--- src/rtl/hdp_pkg.sv ---
// Shared definitions for the HDP frame scheduler: state encoding
// and default panel timing.
package hdp_pkg;

    typedef enum logic [1:0] {
        ST_IDLE,
        ST_DATA,
        ST_BLANK,
        ST_PORCH
    } state_t;

    localparam int DATA_WIDTH       = 32;
    localparam int PACKETS_PER_LINE = 40;
    localparam int BLANK_PER_LINE   = 4;
    localparam int LINES            = 1280;
    localparam int BACK_PORCH       = 24;
    localparam int UPDATE_PACKETS   = 28;

    function automatic int max3(input int a, input int b, input int c);
        int m;
        m = (a > b) ? a : b;
        return (m > c) ? m : c;
    endfunction

endpackage

--- src/rtl/hdp_phase_counter.sv ---
// Loadable down counter with terminal-count flag; holds at zero
// until reloaded.
module hdp_phase_counter #(
    parameter int WIDTH = 8
) (
    input  logic             clock,
    input  logic             reset_n,
    input  logic             load,
    input  logic             enable,
    input  logic [WIDTH-1:0] value,
    output logic             done
);

    logic [WIDTH-1:0] count;

    always_ff @(posedge clock) begin
        if (!reset_n) begin
            count <= '0;
        end else if (load) begin
            count <= value;
        end else if (enable && count != '0) begin
            count <= count - WIDTH'(1);
        end
    end

    assign done = (count == '0);

endmodule

--- src/rtl/hdp_frame_scheduler.sv ---
// Streams FWFT FIFO words onto the HDP LCD bus with line blanking,
// back porch, update window and sticky underrun reporting.
module hdp_frame_scheduler
    import hdp_pkg::*;
#(
    parameter int DATA_WIDTH       = hdp_pkg::DATA_WIDTH,
    parameter int PACKETS_PER_LINE = hdp_pkg::PACKETS_PER_LINE,
    parameter int BLANK_PER_LINE   = hdp_pkg::BLANK_PER_LINE,
    parameter int LINES            = hdp_pkg::LINES,
    parameter int BACK_PORCH       = hdp_pkg::BACK_PORCH,
    parameter int UPDATE_PACKETS   = hdp_pkg::UPDATE_PACKETS
) (
    input  logic                  i_clock,
    input  logic                  i_nReset,
    input  logic                  i_enable,
    input  logic [DATA_WIDTH-1:0] i_fifoData,
    input  logic                  i_fifoEmpty,
    output logic                  o_fifoRead,
    output logic [DATA_WIDTH-1:0] o_lcdData,
    output logic                  o_valid,
    output logic                  o_update,
    output logic                  o_frameStart,
    output logic                  o_underrun,
    input  logic                  i_clearUnderrun,
    output logic                  o_busy
);

    localparam int PW = $clog2(max3(PACKETS_PER_LINE, BLANK_PER_LINE, BACK_PORCH) + 1);
    localparam int LW = $clog2(LINES + 1);
    localparam int FL = LINES * (PACKETS_PER_LINE + BLANK_PER_LINE) + BACK_PORCH;
    localparam int FW = $clog2(FL + 1);

    localparam logic [PW-1:0] PPL_V   = PW'(PACKETS_PER_LINE - 1);
    localparam logic [PW-1:0] BLANK_V = PW'(BLANK_PER_LINE - 1);
    localparam logic [PW-1:0] PORCH_V = PW'(BACK_PORCH - 1);
    localparam logic [LW-1:0] LINES_V = LW'(LINES - 1);

    state_t        state;
    logic [FW-1:0] frame_cycle;
    logic [PW-1:0] phase_value;
    logic          phase_load;
    logic          phase_done;
    logic          line_load;
    logic          line_en;
    logic          line_done;
    logic          data_slot;

    assign data_slot  = (state == ST_DATA);
    assign o_busy     = (state != ST_IDLE);
    // Gated by reset so an aborted line never drops a word from the FIFO.
    assign o_fifoRead = i_nReset && data_slot && !i_fifoEmpty;

    assign phase_load = (state == ST_IDLE) || phase_done;
    assign line_load  = (state == ST_IDLE) || (state == ST_PORCH && phase_done);
    assign line_en    = (state == ST_BLANK) && phase_done;

    always_comb begin
        phase_value = PPL_V;
        unique case (state)
            ST_DATA:  phase_value = BLANK_V;
            ST_BLANK: phase_value = line_done ? PORCH_V : PPL_V;
            default:  phase_value = PPL_V;
        endcase
    end

    hdp_phase_counter #(.WIDTH(PW)) u_phase (
        .clock   (i_clock),
        .reset_n (i_nReset),
        .load    (phase_load),
        .enable  (1'b1),
        .value   (phase_value),
        .done    (phase_done)
    );

    hdp_phase_counter #(.WIDTH(LW)) u_line (
        .clock   (i_clock),
        .reset_n (i_nReset),
        .load    (line_load),
        .enable  (line_en),
        .value   (LINES_V),
        .done    (line_done)
    );

    always_ff @(posedge i_clock) begin
        if (!i_nReset) begin
            state        <= ST_IDLE;
            frame_cycle  <= '0;
            o_lcdData    <= '0;
            o_valid      <= 1'b0;
            o_update     <= 1'b0;
            o_frameStart <= 1'b0;
            o_underrun   <= 1'b0;
        end else begin
            o_valid      <= data_slot;
            o_lcdData    <= (data_slot && !i_fifoEmpty) ? i_fifoData : '0;
            o_update     <= o_busy && (int'(frame_cycle) < UPDATE_PACKETS);
            o_frameStart <= data_slot && (frame_cycle == '0);
            if (data_slot && i_fifoEmpty) begin
                o_underrun <= 1'b1;
            end else if (i_clearUnderrun) begin
                o_underrun <= 1'b0;
            end
            unique case (state)
                ST_IDLE: begin
                    frame_cycle <= '0;
                    if (i_enable && !i_fifoEmpty) state <= ST_DATA;
                end
                ST_DATA: begin
                    frame_cycle <= frame_cycle + FW'(1);
                    if (phase_done) state <= ST_BLANK;
                end
                ST_BLANK: begin
                    frame_cycle <= frame_cycle + FW'(1);
                    if (phase_done) state <= line_done ? ST_PORCH : ST_DATA;
                end
                ST_PORCH: begin
                    if (phase_done) begin
                        frame_cycle <= '0;
                        state       <= i_enable ? ST_DATA : ST_IDLE;
                    end else begin
                        frame_cycle <= frame_cycle + FW'(1);
                    end
                end
                default: state <= ST_IDLE;
            endcase
        end
    end

endmodule

--- config.mk ---
export PLATFORM = sky130hd
export DESIGN_NAME = hdp_frame_scheduler
export DESIGN_NICKNAME = d
export VERILOG_FILES = /design/src/rtl/hdp_pkg.sv /design/src/rtl/hdp_phase_counter.sv /design/src/rtl/hdp_frame_scheduler.sv
export SDC_FILE = /design/constraint.sdc
export NUM_CORES = 1
export LEC_CHECK = 0
export BUFFER_PORTS_ARGS = -buffer_cell sky130_fd_sc_hd__buf_2
export CORE_MARGIN = 2
export CORE_UTILIZATION = 47
export DETAILED_ROUTE_END_ITERATION = 6
export GPL_ROUTABILITY_DRIVEN = 0
export PLACE_DENSITY = 0.7
export SKIP_CTS_REPAIR_TIMING = 1
export SYNTH_ARGS = -nofsm -noshare
export SYNTH_HDL_FRONTEND = slang
export SYNTH_SLANG_ARGS = --single-unit
--- constraint.sdc ---
create_clock -name i_clock -period 3.3 [get_ports i_clock]
set_input_delay 0.165 -clock i_clock [delete_from_list [all_inputs] [get_ports i_clock]]
set_output_delay 0.165 -clock i_clock [all_outputs]
set_load 0.02 [all_outputs]
==> results.txt <==
Status - complete, no violations
Detailed Place HPWL - 4403 µm
Mapped Cells - 294
Startpoint Class - flip-flop
Final WL - 5915 µm
Initial antenna violation count - 0
Synth Net Count - 340
Critical path required time - 3130 ps
Post-synthesis cell area - 2888 µm²
Top cells by count, synth - dfxtp_1 (71), and2_1 (33), nor2_1 (22), inv_1 (18), xnor2_1 (12)
Initial DRC Count - 124
Slew Limit Fails - 0
Top-count cell post-synth - dfxtp_1
Synthesized area per cell - 9.822 µm²
Period minus WS final - 1939 ps
Total die area - 6787 µm²
Max-cap violations - 0
Vias - 2328
Clock Tree Root - clkbuf_8
Pwr dens - 679.2 nW/µm²
Global-route wire length before repair - 9846 µm
Final setup viols - 0
Via-to-Cell Ratio - 5.128
Layout cells sized above 1 - 27.44%
Most used DFF post-synth - dfxtp_1
Seq/Total Area, Yosys - 49.22%
Final hold viol count - 0
Layout Utilization - 59.59%
Number of cell rows - 28
Worst hold path type - in -> reg
CP cell instances - inv_1 -> ha_1 -> nand2_1 -> nor2_1 -> buf_4 -> buf_2
Remaining global-route overflow - 0
# nets final - 420
Worst slew margin relative to its limit - 55.52%
H-tree depth - 3
Final period util - 58.77%
GR Util All Layers - 19.38%
CP arrival - 1770 ps
Distinct cells, synth - 49
Clock transition at path regs - 90 ps
Port Buffer Count - 74
Max Clock Skew - 9.828 ps
CTS tree - built
FF+latch count, synth - 71
Critical path capture point type - output port
Worst-skew pair later-pin latency - 350 ps
Area growth from synthesis to layout - 22.18%
DRC viols - 0
Vias in the first global route - 2199
Pleak - 1.489 nW
I/O pin count - 75
Slowest cell on the critical path - dfxtp_1
Die Span X - 82.39 µm
Fin Setup TNS - 0 ps
Post-synth top area share - 49.22%
Core Box Area - 5921 µm²
Final worst slack - 1361 ps
F_max - 515.6 MHz
Dpl ws - 1401 ps
CP Class - reg -> out
RSZ-0062 raised after global routing - no
VDD IR-drop max - 0.4406 mV
TritonCTS Buffers - 9
Die span in y - 82.39 µm
Max FO, Critical Path - 33
Clk buf depth - 2
Largest stage delay, worst path - 370 ps
Largest net degree at the start of global routing - 34
Tightest Pin Transition - 666.7 ps
Diode count - 0
ANT nets after route - 0
Synthesis Warnings - 0
Synth area leaders - dfxtp_1 (49%), and2_1 (7.1%), ha_1 (3.9%), xnor2_1 (3.6%), o31a_1 (3.3%)
Wirelength per Cell - 13.03 µm
Async S/R FF share, synth - 0%
Post-synth EDFFs - 0
Clock sinks - 71
Yosys top cell by area - dfxtp_1
Starting Density - 48.77%
1st-pass router iterations - 4
==> power by group <==
part	internal, mW	leakage [nW]	switching, mW
logic	0.259	0.810	0.380
clock network	0.358	0.100	0.357
registers	0.955	0.578	0.0867
==> stage by stage <==
step	cells	cell area, µm²	hold WS (ps)	total power, mW
3_5_place_dp	437	3313	367.9	1.702
4_1_cts	453	3518	-6.036	2.417
6_report	454	3528	2.544	2.396
3_3_place_gp	437	3313	364.1	1.688
5_1_grt	454	3528	0.02265	2.530
2_1_floorplan	294	2888	286.7	1.519
==> cell families after synthesis <==
logic type,count (synthesis),synth area share [%]
AND/OR/NAND/NOR,129,26.52
AO/OA/AOI/OAI,43,11.22
multiplexers,1,0.3466
XOR/XNOR,16,4.853
flip-flops,71,49.22
adder cells (fa/ha/maj),9,3.900
buffers and inverters,25,3.942
==> cell usage in the layout, fill, tap and decap left out, types with 10 or more instances in the layout <==
| cell type | n |
|---|---|
| nor2_1 | 22 |
| o31a_1 | 11 |
| nand2_1 | 10 |
| inv_1 | 18 |
| buf_2 | 74 |
| and2_1 | 33 |
| a21oi_1 | 10 |
| nor3_1 | 11 |
| dfxtp_1 | 71 |
| nand3_1 | 10 |
| xnor2_1 | 12 |
| nor4_1 | 11 |
==> final cells by class <==
class                           instances  area [µm²]
Tap cell                               75       93.84
Clock buffer                            9       123.9
Inverter                               18       67.56
Timing Repair Buffer                   76       387.9
Multi-Input combinational cell        198        1353
Sequential cell                        71        1421
Clock inverter                          7       81.33
Fill cell                             509        2392
==> registers in the layout, indices dropped and copies added, names as in the netlist, 2 cells and up <==
name,flops
frame_cycle,16
o_lcdData,32
state,2
u_line.count,11
u_phase.count,6
==> metal layers <==
metal | global-route usage, % | up-vias | routed length, µm
met2 | 31.13 | 80 | 2701
li1 | - | 1190 | -
met5 | 0 | - | 0
met4 | 9.833 | 0 | 115
met1 | 22.59 | 1049 | 2588
met3 | 7.174 | 9 | 510
==> worst paths after layout <==
path	to	slack, ps	cells past startpoint	from
max reg2reg	u_line.count[8]	1400	6	u_phase.count[0]
min	o_lcdData[3]	3	2	i_fifoData[3]
min reg2reg	o_underrun	480	2	o_underrun
max	o_fifoRead	1360	6	state[1]
==> critical path: cells and delay by family (launching register included) <==
kind	cells	cell delay (ps)
AND/OR/NAND/NOR	2	240
adder cells (fa/ha/maj)	1	230
buffers and inverters	3	580
flip-flops	1	370
(Power assumes the default switching activity.)
